### config.mk
export PLATFORM = sky130hd
export DESIGN_NAME = uart_rx
export DESIGN_NICKNAME = d
export VERILOG_FILES = /design/src/rtl/uart_rx.sv
export SDC_FILE = /design/constraint.sdc
export NUM_CORES = 1
export LEC_CHECK = 0
export CORE_MARGIN = 3
export CORE_UTILIZATION = 58
export CTS_CLUSTER_DIAMETER = 150
export DETAILED_ROUTE_END_ITERATION = 10
export PLACE_DENSITY = 0.8
export SYNTH_ARGS = -nofsm -noshare
export SYNTH_HDL_FRONTEND = slang
export SYNTH_SLANG_ARGS = --single-unit
export TNS_END_PERCENT = 30
### constraint.sdc
create_clock -name clk -period 5.69 [get_ports clk]
set_input_delay 1.138 -clock clk [delete_from_list [all_inputs] [get_ports clk]]
set_output_delay 1.138 -clock clk [all_outputs]
set_load 0.01 [all_outputs]
### src/rtl/uart_rx.sv
// 8N1 UART receiver: two-flop input sync, mid-bit sampling from a clock-derived
// baud divider, ASCII-offset removal, one-cycle valid / frame-error strobes.
module uart_rx #(
  parameter int BAUD   = 115200,
  parameter int F      = 50000000,
  parameter int OFFSET = 48
) (
  input  logic       clk,
  input  logic       rst,
  input  logic       rx,
  output logic [7:0] data,
  output logic       valid,
  output logic       frame_err,
  output logic       busy
);

  // DIV is rounded to the nearest whole cycle and must be at least 4.
  localparam int DIV  = (F + BAUD / 2) / BAUD;
  localparam int HALF = DIV / 2;
  localparam int CW   = $clog2(DIV);

  localparam logic [CW-1:0] DIV_M1  = CW'(DIV - 1);
  localparam logic [CW-1:0] HALF_M1 = CW'(HALF - 1);
  localparam logic [7:0]    OFF8    = 8'(OFFSET);

  typedef enum logic [2:0] {
    IDLE  = 3'd0,
    START = 3'd1,
    DATA  = 3'd2,
    STOP  = 3'd3,
    BREAK = 3'd4
  } state_t;

  state_t          state_q;
  logic [1:0]      sync_q;
  logic [CW-1:0]   cnt_q;
  logic [2:0]      idx_q;
  logic [7:0]      shift_q;
  logic [7:0]      data_q;
  logic            valid_q;
  logic            frame_err_q;

  logic            rs;
  logic            tick;
  logic [7:0]      shift_d;
  logic [7:0]      data_d;
  logic [CW-1:0]   cnt_inc;

  always_comb begin
    rs      = sync_q[1];
    tick    = (cnt_q == DIV_M1);
    cnt_inc = cnt_q + 1'b1;
    // LSB arrives first, so shifting in at the MSB leaves the byte in natural order.
    shift_d = {rs, shift_q[7:1]};
    data_d  = shift_q - OFF8;
  end

  always_ff @(posedge clk or negedge rst) begin
    if (!rst) begin
      state_q     <= IDLE;
      sync_q      <= 2'b11;
      cnt_q       <= '0;
      idx_q       <= 3'd0;
      shift_q     <= 8'd0;
      data_q      <= 8'd0;
      valid_q     <= 1'b0;
      frame_err_q <= 1'b0;
    end else begin
      sync_q      <= {sync_q[0], rx};
      valid_q     <= 1'b0;
      frame_err_q <= 1'b0;

      case (state_q)
        IDLE: begin
          cnt_q <= '0;
          if (!rs) begin
            state_q <= START;
          end
        end

        START: begin
          if (cnt_q == HALF_M1) begin
            cnt_q <= '0;
            if (rs) begin
              state_q <= IDLE;
            end else begin
              state_q <= DATA;
              idx_q   <= 3'd0;
            end
          end else begin
            cnt_q <= cnt_inc;
          end
        end

        DATA: begin
          if (tick) begin
            cnt_q   <= '0;
            shift_q <= shift_d;
            idx_q   <= idx_q + 3'd1;
            if (idx_q == 3'd7) begin
              state_q <= STOP;
            end
          end else begin
            cnt_q <= cnt_inc;
          end
        end

        STOP: begin
          if (tick) begin
            cnt_q <= '0;
            if (rs) begin
              data_q  <= data_d;
              valid_q <= 1'b1;
              state_q <= IDLE;
            end else begin
              frame_err_q <= 1'b1;
              state_q     <= BREAK;
            end
          end else begin
            cnt_q <= cnt_inc;
          end
        end

        BREAK: begin
          // A held-low line must return high before another start is accepted.
          cnt_q <= '0;
          if (rs) begin
            state_q <= IDLE;
          end
        end

        default: begin
          state_q <= IDLE;
          cnt_q   <= '0;
        end
      endcase
    end
  end

  assign data      = data_q;
  assign valid     = valid_q;
  assign frame_err = frame_err_q;
  assign busy      = (state_q != IDLE);

endmodule

Yosys cells after proc, flatten, opt, wreduce, memory -nomap -nowiden
Cells that the tools add are included.
{"block": "totals", "in_bits": 3, "ff_bits": 35, "out_inout_bits": 11, "word_cells": 55}
{"block": "op_classes", "add_sub_neg": 3, "muxes": 22, "reduce_logical": 8, "n_eq_ne": 14}
{"cell": "$mux W3", "n": 10}
{"cell": "$mux W9", "n": 2}
{"cell": "$pmux W9 S2", "n": 1}
{"cell": "$pmux W3 S5", "n": 1}
{"cell": "$ne A2 B2 Y1 const B", "n": 7}
{"cell": "$add A9 B1 Y9 const B", "n": 1}
{"cell": "$eq A9 B8 Y1 const B", "n": 1}
{"cell": "$eq A9 B9 Y1 const B", "n": 1}
{"cell": "$sub A8 B6 Y8 const B", "n": 1}
{"cell": "$eq A3 B2 Y1 const B", "n": 2}
{"cell": "$eq A3 B3 Y1 const B", "n": 2}
{"cell": "$mux W1", "n": 6}
{"cell": "$pmux W3 S2", "n": 1}
{"cell": "$reduce_and A6 Y1", "n": 1}
{"cell": "$reduce_and A4 Y1", "n": 1}
{"cell": "$add A3 B1 Y3 const B", "n": 1}
{"cell": "$eq A3 B1 Y1 const B", "n": 1}
{"cell": "$logic_not A3 Y1", "n": 1}
{"cell": "$reduce_and A3 Y1", "n": 1}
{"cell": "$reduce_bool A3 Y1", "n": 1}
{"cell": "$mux W2", "n": 1}
{"cell": "$reduce_and A2 Y1", "n": 1}
{"cell": "$reduce_bool A2 Y1", "n": 1}
{"cell": "$reduce_or A2 Y1", "n": 1}

Depth between registers and ports, before layout
Gate-level depths: netlist (run 1).
{"block": "logic_depth", "ltp_word": 4, "ltp_mapped": 7}

Worst setup path before layout (run 1)
No wires, ideal clock.
{"block": "synth_path", "path_type": "register to output", "startpoint": "register state_q[0]", "endpoint": "output busy", "path_stages_with_launch": 3, "required_time_ps": 4552, "slack_ps": 3637, "t_arrival_ps": 915, "cell_sequence": "dfrtp_1 clkbuf_1 or3_1"}
{"block": "synth_via", "elab_chain_len": 1}
{"item": "start: declaration", "line": "34", "source": "state_t state_q;"}
{"item": "start signal: assignment", "line": "60", "source": "state_q <= IDLE;"}
{"item": "start signal: assignment", "line": "77", "source": "state_q <= START;"}
{"item": "start signal: assignment", "line": "85", "source": "state_q <= IDLE;"}
{"item": "$reduce_bool A3 Y1", "line": "143", "source": "assign busy = (state_q != IDLE);"}
{"item": "end: declaration", "line": "14", "source": "output logic busy"}
No other way between the ends.

Worst setup path after layout (run 1)
{"block": "layout_path", "startpoint": "register state_q[1]", "endpoint": "output busy"}
The elaborated chain is that of the path after synthesis.

==> results.cfg, run 1 <==
[global_route]
grtUsageMet1 = 0.243
busiest_layer = met2
grt_remaining_overflow = 0
antenna_found_initial = 0
grt_pass1_wl_um = 4950
grt_util_all_layers = 0.197
grt_use_met2 = 0.305
grt_max_degree = 36
use_met3 = 0.0702
grt_pass1_vias = 1081

[critical_path]
setup.worst_path.end = busy
critical-path-max-stage-delay_ns = 0.50
critical_path_required_ns = 4.55
regToRegEndpoint = idx_q[0]$_DFFE_PN0P_
reg2reg_depth = 6
crit_path_top_delay_cell = dfrtp_1
r2r-start = cnt_q[0]$_DFF_PN0_
crit_fanout = 12
setup.worst_path.start = state_q[1]$_DFFE_PN0P_
cp-end-kind = output port
r2r_slack_ns = 3.57
criticalPathCategory = reg2out
arrival_ns = 1.70
crit_path_start_kind = register
crit_chain = or3_1 > clkdlybuf4s50_1

[place]
dp_slack_ns = 3.25
hpwl_um = 1970
io_buffer_count = 13
gp_congestion = 0.833
postPlaceCellArea_mm2 = 0.00174

[clock_network]
post_cts_buffers = 0
postCtsResizedCells = 0
cts_buffers = 5
path_clk_slew_ns = 0.12
cts.hold.buffers_added = 0
cts.path.max_buffers = 2
root_buffer = clkbuf_4
clock-sinks = 35
cts_tree = yes
htree_levels = 2
clk_latency_ns = 0.35

[sta]
min_period_ns = 2.84
clock.fmax_mhz = 352
finalWorstSetupSlack_ns = 2.85
hold_viol = 0
finalSetupViolCount = 0
fin_crit_sh = 0.500
fin_skew_ns = 0.0242
finalSetupTns_ns = 0
max-slew-margin-rel = 0.680
report.final.slew_viol_count = 0
tightest_slew_ns = 0.480
rsz0062_at_grt = no

[power_and_ir_drop]
powerDensity_mw_per_mm2 = 240
p_leak_nw = 0.853
ir_worst_vdd_mv = 0.199
power_mw = 0.437

[floorplanning]
std_cell_rows = 18
die_h_um = 58.4
dieWidth_um = 58.4
fp.coreArea_mm2 = 0.00254
initial_core_util = 0.626
die_area_mm2 = 0.00341
ios = 14

[detailed_routing]
wl_per_cell_um = 15.2
drc = 0
avgViaCountPerCell = 5.51
antenna_left = 0
drt_iter0_markers = 77
dr.pass1.iters = 4
num_vias = 1031
totalWireLength_um = 2830

[yosys]
syn_area_mm2 = 0.00159
synth.distinct_cells = 37
ys_dominant_reg_cell = dfrtp_1
synth-seq-cells = 35
syn_nets = 147
synth.avg_cell_area_um2 = 11.6
yosysWarnings = 0
synth_edf_count = 0
async_flop_share = 1.00
synth_seq_area_share = 0.551
synthCells = 138

[finish]
nNetsFinal = 165
final_cell_area_mm2 = 0.00182
drive_gt1_frac = 0.197
syn2layout_area_growth_pct = 14.3
diodes = 0

[worst_hold_path]
hold_path_class = reg2reg

[outcome]
status = finished, final reports clean

[job]
cap_viol_max_count = 0
-- cells in the mapped netlist, types with 2 or more instances --
master | number | share of area
dfrtp_1 | 33 | 0.52
nand2_1 | 26 | 0.061
nor2_1 | 13 | 0.031
mux2_2 | 8 | 0.057
ha_1 | 6 | 0.047
xor2_1 | 5 | 0.027
nand3_1 | 4 | 0.013
xnor2_1 | 4 | 0.022
inv_1 | 3 | 0.0071
a21oi_1 | 2 | 0.0063
a22o_2 | 2 | 0.013
a31oi_1 | 2 | 0.0078
and2_1 | 2 | 0.0078
and3_2 | 2 | 0.0094
dfstp_2 | 2 | 0.033
nand4_1 | 2 | 0.0078
nor2b_1 | 2 | 0.0078
-- placed cells by master, fill, tap and decap left out, drive strengths merged, types with 2 or more instances in the layout --
| cell type | n |
|---|---|
| clkdlybuf4s50 | 13 |
| nand2 | 26 |
| a31oi | 2 |
| a21oi | 2 |
| ha | 6 |
| xor2 | 5 |
| nand3 | 4 |
| and2 | 2 |
| nor2 | 14 |
| mux2 | 9 |
| nor2b | 2 |
| clkinv | 2 |
| and3 | 2 |
| dfstp | 2 |
| nand4 | 2 |
| clkbuf | 5 |
| dfrtp | 33 |
| inv | 3 |
| xnor2 | 4 |
| a22o | 2 |
-- power by group --
part	switching, mW	internal (mW)
clock	0.0869	0.0924
combinational	0.00493	0.00189
sequential	0.000671	0.250
total	0.0925	0.344
-- area by class of cell --
class                   instances  area [um2]
clock buffers                   5        37.5
fillers                       190         723
inverters                       3        11.3
flip-flops and latches         35         878
clock inverters                 3        43.8
multi-input cells              97         676
repair buffers                 14         138
well taps                      30        37.5
-- worst min-delay path by stage --
stage,cells past startpoint,start,slack [ns],endpoint
floorplan,0,sync_q[0]$_DFF_PN1_,0.35,sync_q[1]$_DFF_PN1_
global placement,0,sync_q[0]$_DFF_PN1_,0.35,sync_q[1]$_DFF_PN1_
detailed placement,0,sync_q[0]$_DFF_PN1_,0.35,sync_q[1]$_DFF_PN1_
CTS,0,sync_q[0]$_DFF_PN1_,0.36,sync_q[1]$_DFF_PN1_
global route,0,sync_q[0]$_DFF_PN1_,0.37,sync_q[1]$_DFF_PN1_
finish,0,sync_q[0]$_DFF_PN1_,0.36,sync_q[1]$_DFF_PN1_
-- per-layer routing --
layer,part of all wire,vias to the layer above
met2,0.49,20
met1,0.44,493
met5,0,-
met3,0.041,9
met4,0.024,0
li1,-,509
-- worst max-delay path: cells and delay by family, from the launching register on --
family | cells | cell delay, ns
simple gates | 1 | 0.37
flops | 1 | 0.50
buf+inv | 1 | 0.48
-- cells by family after synthesis --
logic type,Yosys count,share of synthesized area
flip-flops,35,0.551
XOR/XNOR,9,0.0494
AND/OR/NAND/NOR,62,0.199
multiplexers,10,0.0722
buffers and inverters,6,0.0251
AO/OA/AOI/OAI,10,0.0557
adder cells (fa/ha/maj),6,0.0471
-- through the flow --
step	cells	hold slack (ns)	util
final	187	0.360	0.716
after global routing	187	0.375	0.716
after CTS	187	0.362	0.716
after detailed placement	179	0.348	0.684
after global placement	179	0.347	0.684
after floorplan	138	0.345	-
-- flip-flops by register name (all words and copies together) (netlist names) --
register and cells:
idx_q 3, data 8, sync_q 2, state_q 3
shift_q 8, cnt_q 9, frame_err 1, valid 1
Power figures use the tool's default switching activity.
==> run 2, diff against run 1 <==
--- a/config.mk
+++ b/config.mk
@@ -6,10 +6,10 @@
 export NUM_CORES = 1
 export LEC_CHECK = 0
 export CORE_MARGIN = 3
-export CORE_UTILIZATION = 58
+export CORE_UTILIZATION = 50
 export CTS_CLUSTER_DIAMETER = 150
 export DETAILED_ROUTE_END_ITERATION = 10
-export PLACE_DENSITY = 0.8
+export PLACE_DENSITY = 0.73
 export SYNTH_ARGS = -nofsm -noshare
 export SYNTH_HDL_FRONTEND = slang
 export SYNTH_SLANG_ARGS = --single-unit
==> constraint.sdc (replaced) <==
create_clock -name clk -period 2.6 [get_ports clk]
set_input_delay 0.52 -clock clk [delete_from_list [all_inputs] [get_ports clk]]
set_output_delay 0.52 -clock clk [all_outputs]
set_load 0.01 [all_outputs]
==> run 2 against run 1 <==
  * Clock power increased to 2.7 times the previous value
  * Register-to-register slack got worse by 3.0 ns
  * Sequential share of layout area decreased by 1.3 points
  * Via count increased by 0.68%
  * Critical path depth unchanged
  * Highest routed layer unchanged
  * Largest cell class unchanged
  * Global-route usage decreased by 4.0 points
  * Count of clock-buffer cells in the layout unchanged
  * Non-clock buffer count unchanged
==> results.cfg, run 2 (synthesis gave the netlist of run 1 again) <==
[sta]
rsz0062_at_grt = no
fin_crit_sh = 0.852
report.final.slew_viol_count = 0
hold_viol = 0
min_period_ns = 2.21
clock.fmax_mhz = 452
tightest_slew_ns = 0.712
hold_ws_ns = 0.365
finalSetupViolCount = 0
max-slew-margin-rel = 0.524
fin_skew_ns = 0.0102
finalSetupTns_ns = 0

[finish]
finalNonFillerCells = 199
nNetsFinal = 165
drive_gt1_frac = 0.197
regMostFlops = cnt_q
syn2layout_area_growth_pct = 17.5
largest_reg_flops = 9
nFillCells = 242
mostFrequentLayoutCell = dfrtp_1
layout_common_cells = dfrtp_1, nand2_1, nor2_1, clkdlybuf4s50_1, mux2_2
diodes = 0

[detailed_routing]
dr.pass1.iters = 4
avgViaCountPerCell = 5.22
num_vias = 1038
wl_per_cell_um = 13.1
totalWireLength_um = 2610
drt_iter0_markers = 23
drc = 0
antenna_left = 0

[global_route]
grt_pass1_vias = 1040
grt_max_degree = 22
grt_remaining_overflow = 0
grt_pass1_wl_um = 4810
antenna_found_initial = 0
grt_util_all_layers = 0.157

[clock_network]
path_clk_slew_ns = 0.10
post_cts_buffers = 0
clk_latency_ns = 0.33
cts.hold.buffers_added = 0
cts_buffers = 5
cts.path.max_buffers = 2
cts_tree = yes
htree_levels = 2
root_buffer = clkbuf_4
clock-sinks = 35
postCtsResizedCells = 0

[critical_path]
cp-end-kind = output port
crit_fanout = 12
criticalPathCategory = reg2out
crit_path_start_kind = register
arrival_ns = 1.69
critical-path-max-stage-delay_ns = 0.50
critical_path_required_ns = 2.08
reg2reg_depth = 6
crit_chain = or3_1 > clkdlybuf4s50_1
crit_path_top_delay_cell = dfrtp_1

[place]
dp.cells = 191
hpwl_um = 1830
gp_congestion = 0.857
io_buffer_count = 13

[floorplanning]
dieWidth_um = 62.5
die_h_um = 62.5
std_cell_rows = 19
ios = 14
initial_core_util = 0.550
fp.coreArea_mm2 = 0.00290
die_area_mm2 = 0.00390

[power_and_ir_drop]
powerDensity_mw_per_mm2 = 560
p_leak_nw = 0.864
ir_worst_vdd_mv = 0.360

[job]
cap_viol_max_count = 0

[worst_hold_path]
holdPathStages = 0
hold_path_class = reg2reg

[outcome]
status = finished, final reports clean
run 2: cell count changes in the layout (fill, tap and decap cells not counted), sizes merged:
cell      previous run  this run
bufinv               1         2
clkinv               2         0
clkinvlp             0         1
run 2: critical path, delay by kind of cell, from the launching register on:
family                 cells  cell delay, ns
and+or+nand+nor            1            0.38
DFF                        1            0.50
buffers and inverters      1            0.48
run 2: metrics by stage:
| step | cell area (um2) | util | power [mW] | setup slack (ns) |
|---|---|---|---|---|
| floorplan | 1590 | - | 0.559 | 0.636 |
| global placement | 1770 | 0.610 | 0.577 | 0.591 |
| detailed placement | 1770 | 0.610 | 0.577 | 0.563 |
| CTS | 1870 | 0.646 | 1.06 | 0.367 |
| global route | 1870 | 0.646 | 1.10 | 0.282 |
| finish | 1870 | 0.646 | 1.05 | 0.386 |
run 2: path summary, 6_finish.rpt:
kind | slack [ns] | to | start
hold / removal | 0.36 | sync_q[1]$_DFF_PN1_ | sync_q[0]$_DFF_PN1_
max in group asynchronous | 1.45 | shift_q[1]$_DFFE_PN0P_ | rst
min in group asynchronous | 0.60 | cnt_q[7]$_DFF_PN0_ | rst
setup reg to reg | 0.55 | idx_q[0]$_DFFE_PN0P_ | cnt_q[0]$_DFF_PN0_
setup / recovery | 0.39 | busy | state_q[1]$_DFFE_PN0P_
hold reg to reg | 0.36 | sync_q[1]$_DFF_PN1_ | sync_q[0]$_DFF_PN1_
run 2: layout make-up:
| class | instances | area [um2] | share of cell area |
|---|---|---|---|
| Inverter | 3 | 11.3 | 0.00601 |
| Timing Repair Buffer | 14 | 150 | 0.0802 |
| Multi-Input combinational cell | 97 | 676 | 0.361 |
| Sequential cell | 35 | 878 | 0.469 |
| Clock inverter | 3 | 67.6 | 0.0361 |
| Clock buffer | 5 | 37.5 | 0.0200 |
| Tap cell | 42 | 52.6 | 0.0281 |
run 2: power breakdown:
group	leakage [nW]	total (mW)	switching [mW]	internal, mW
registers	0.467	0.548	0.00148	0.547
clock network	0.0514	0.483	0.184	0.299
logic	0.345	0.0172	0.0111	0.00614
run 2: layer usage:
metal  share of wire  up-vias  global-route usage  wire (um)
li1                -      507                   -          -
met1            0.47      512               0.187       1220
met2            0.48       14               0.262       1260
met3           0.033        5              0.0414         87
met4           0.012        0              0.0744         32
met5               0        -                   0          0
==> run 3, diff against run 2 <==
--- a/config.mk
+++ b/config.mk
@@ -6,10 +6,12 @@
 export NUM_CORES = 1
 export LEC_CHECK = 0
 export CORE_MARGIN = 3
-export CORE_UTILIZATION = 50
+export CORE_UTILIZATION = 58
+export CTS_BUF_LIST = sky130_fd_sc_hd__clkbuf_8
 export CTS_CLUSTER_DIAMETER = 150
 export DETAILED_ROUTE_END_ITERATION = 10
-export PLACE_DENSITY = 0.73
+export GPL_TIMING_DRIVEN = 1
+export PLACE_DENSITY = 0.8
 export SYNTH_ARGS = -nofsm -noshare
 export SYNTH_HDL_FRONTEND = slang
 export SYNTH_SLANG_ARGS = --single-unit
==> constraint.sdc (replaced) <==
create_clock -name clk -period 2.1 [get_ports clk]
set_input_delay 0.42 -clock clk [delete_from_list [all_inputs] [get_ports clk]]
set_output_delay 0.42 -clock clk [all_outputs]
set_load 0.01 [all_outputs]
==> run 3 against run 2 <==
  * Via count up 1.6%
  * Core utilization up 11 points
  * Global-route usage up 2.4 points
  * Clock power up 48%
  * Critical endpoint unchanged
  * Combinational power up 5%
  * Die area down 13%
==> results.cfg, run 3 (synthesis gave the netlist of run 1 again) <==
[sta]
report.final.slew_viol_count = 0
finalSetupTns_ns = 0
finalWorstSetupSlack_ns = 0.0903
max-slew-margin-rel = 0.720
clock.fmax_mhz = 498
min_period_ns = 2.01
finalSetupViolCount = 0
rsz0062_at_grt = no
fin_crit_sh = 0.957
fin_skew_ns = 0.00819
hold_viol = 0
tightest_slew_ns = 0.420

[place]
io_buffer_count = 13
gp_congestion = 0.750
hpwl_um = 1820
dp_slack_ns = 0.0721

[power_and_ir_drop]
powerDensity_mw_per_mm2 = 737
pwr-share-seq = 0.482
p_clk_frac = 0.506
power_mw = 1.41
sw_frac_of_total = 0.181
p_leak_nw = 0.885
ir_worst_vdd_mv = 0.667
p_int_mw = 1.16
p_comb_frac = 0.013
net-switching-power_mw = 0.255

[finish]
drive_gt1_frac = 0.231
nFillCells = 172
diodes = 0
nNetsFinal = 168
regMostFlops = cnt_q
layout_common_cells = dfrtp_1, nand2_1, nor2_1, clkdlybuf4s50_1, mux2_2
mostFrequentLayoutCell = dfrtp_1
syn2layout_area_growth_pct = 20.1
largest_reg_flops = 9

[global_route]
grt_pass1_wl_um = 4570
grt_util_all_layers = 0.181
grt_pass1_vias = 1047
grt_remaining_overflow = 0
grt_max_degree = 36
antenna_found_initial = 0

[outcome]
status = finished, final reports clean

[floorplanning]
fp.coreArea_mm2 = 0.00254
initial_core_util = 0.626
ios = 14
dieWidth_um = 58.4
die_area_mm2 = 0.00341
std_cell_rows = 18
die_h_um = 58.4

[critical_path]
critical_path_required_ns = 1.68
crit_fanout = 8
arrival_ns = 1.59
crit_path_start_kind = register
cp-end-kind = output port
criticalPathCategory = reg2out

[detailed_routing]
totalWireLength_um = 2620
antenna_left = 0
wl_per_cell_um = 13.8
drc = 0
num_vias = 1055
drt_iter0_markers = 21
avgViaCountPerCell = 5.55
dr.pass1.iters = 4

[clock_network]
htree_levels = 2
cts_tree = yes
clock-sinks = 35
clk_latency_ns = 0.29
cts.path.max_buffers = 2
cts_buffers = 5
path_clk_slew_ns = 0.07
root_buffer = clkbuf_8
post_cts_buffers = 0

[worst_hold_path]
hold_path_class = reg2reg

[job]
cap_viol_max_count = 0
[run 3: cell type report]
class,count,area [um2],share of cell area
Timing Repair Buffer,17,160,0.0837
Clock buffer,5,68.8,0.0359
Sequential cell,35,882,0.461
Multi-Input combinational cell,97,687,0.359
Tap cell,30,37.5,0.0196
Inverter,3,11.3,0.00588
Clock inverter,3,67.6,0.0353
[run 3: stage by stage]
step	util	cells	instance area, um2	hold slack [ns]
floorplan	-	138	1590	0.124
finish	0.752	190	1910	0.358
detailed placement	0.693	182	1760	0.348
global placement	0.693	182	1760	0.349
global route	0.752	190	1910	0.360
CTS	0.746	190	1900	0.359
[run 3: worst max-delay path, cell delays in order (launching register included)]
cell and delay (ns):
dfrtp_2 0.45, or3_1 0.37, clkdlybuf4s50_1 0.48
[run 3: final timing paths]
check | startpoint | endpoint | slack [ns] | depth (start not counted)
max | state_q[2]$_DFFE_PN0P_ | busy | 0.09 | 2
min in group asynchronous | rst | frame_err$_DFF_PN0_ | 0.53 | 2
max reg2reg | cnt_q[1]$_DFF_PN0_ | idx_q[0]$_DFFE_PN0P_ | 0.11 | 6
max in group asynchronous | rst | sync_q[0]$_DFF_PN1_ | 1.24 | 2
min | sync_q[0]$_DFF_PN1_ | sync_q[1]$_DFF_PN1_ | 0.36 | 0
min reg2reg | sync_q[0]$_DFF_PN1_ | sync_q[1]$_DFF_PN1_ | 0.36 | 0
[run 3: metal layers]
layer	GRT usage	vias to the layer above	share of wire	routed length, um
met5	0	-	0	0
met4	0.109	0	0.028	72
met3	0.0548	8	0.030	78
met2	0.278	16	0.50	1300
met1	0.224	518	0.44	1160
li1	-	513	-	-
[run 3: repair_timing]
action,4_1_cts,5_1_grt
endpoints found under the hold margin,0,0
resized for setup,0,4
setup endpoints to repair,0,3
hold buffers,0,0
[run 3: power by group through the flow]
stage                     registers, mW  logic (mW)  clock network, mW
final                             0.679      0.0180              0.713
after CTS                         0.679      0.0192              0.731
after global routing              0.679      0.0208              0.758
after global placement            0.692      0.0190                  0
after detailed placement          0.692      0.0191                  0
after floorplan                   0.692     0.00108                  0
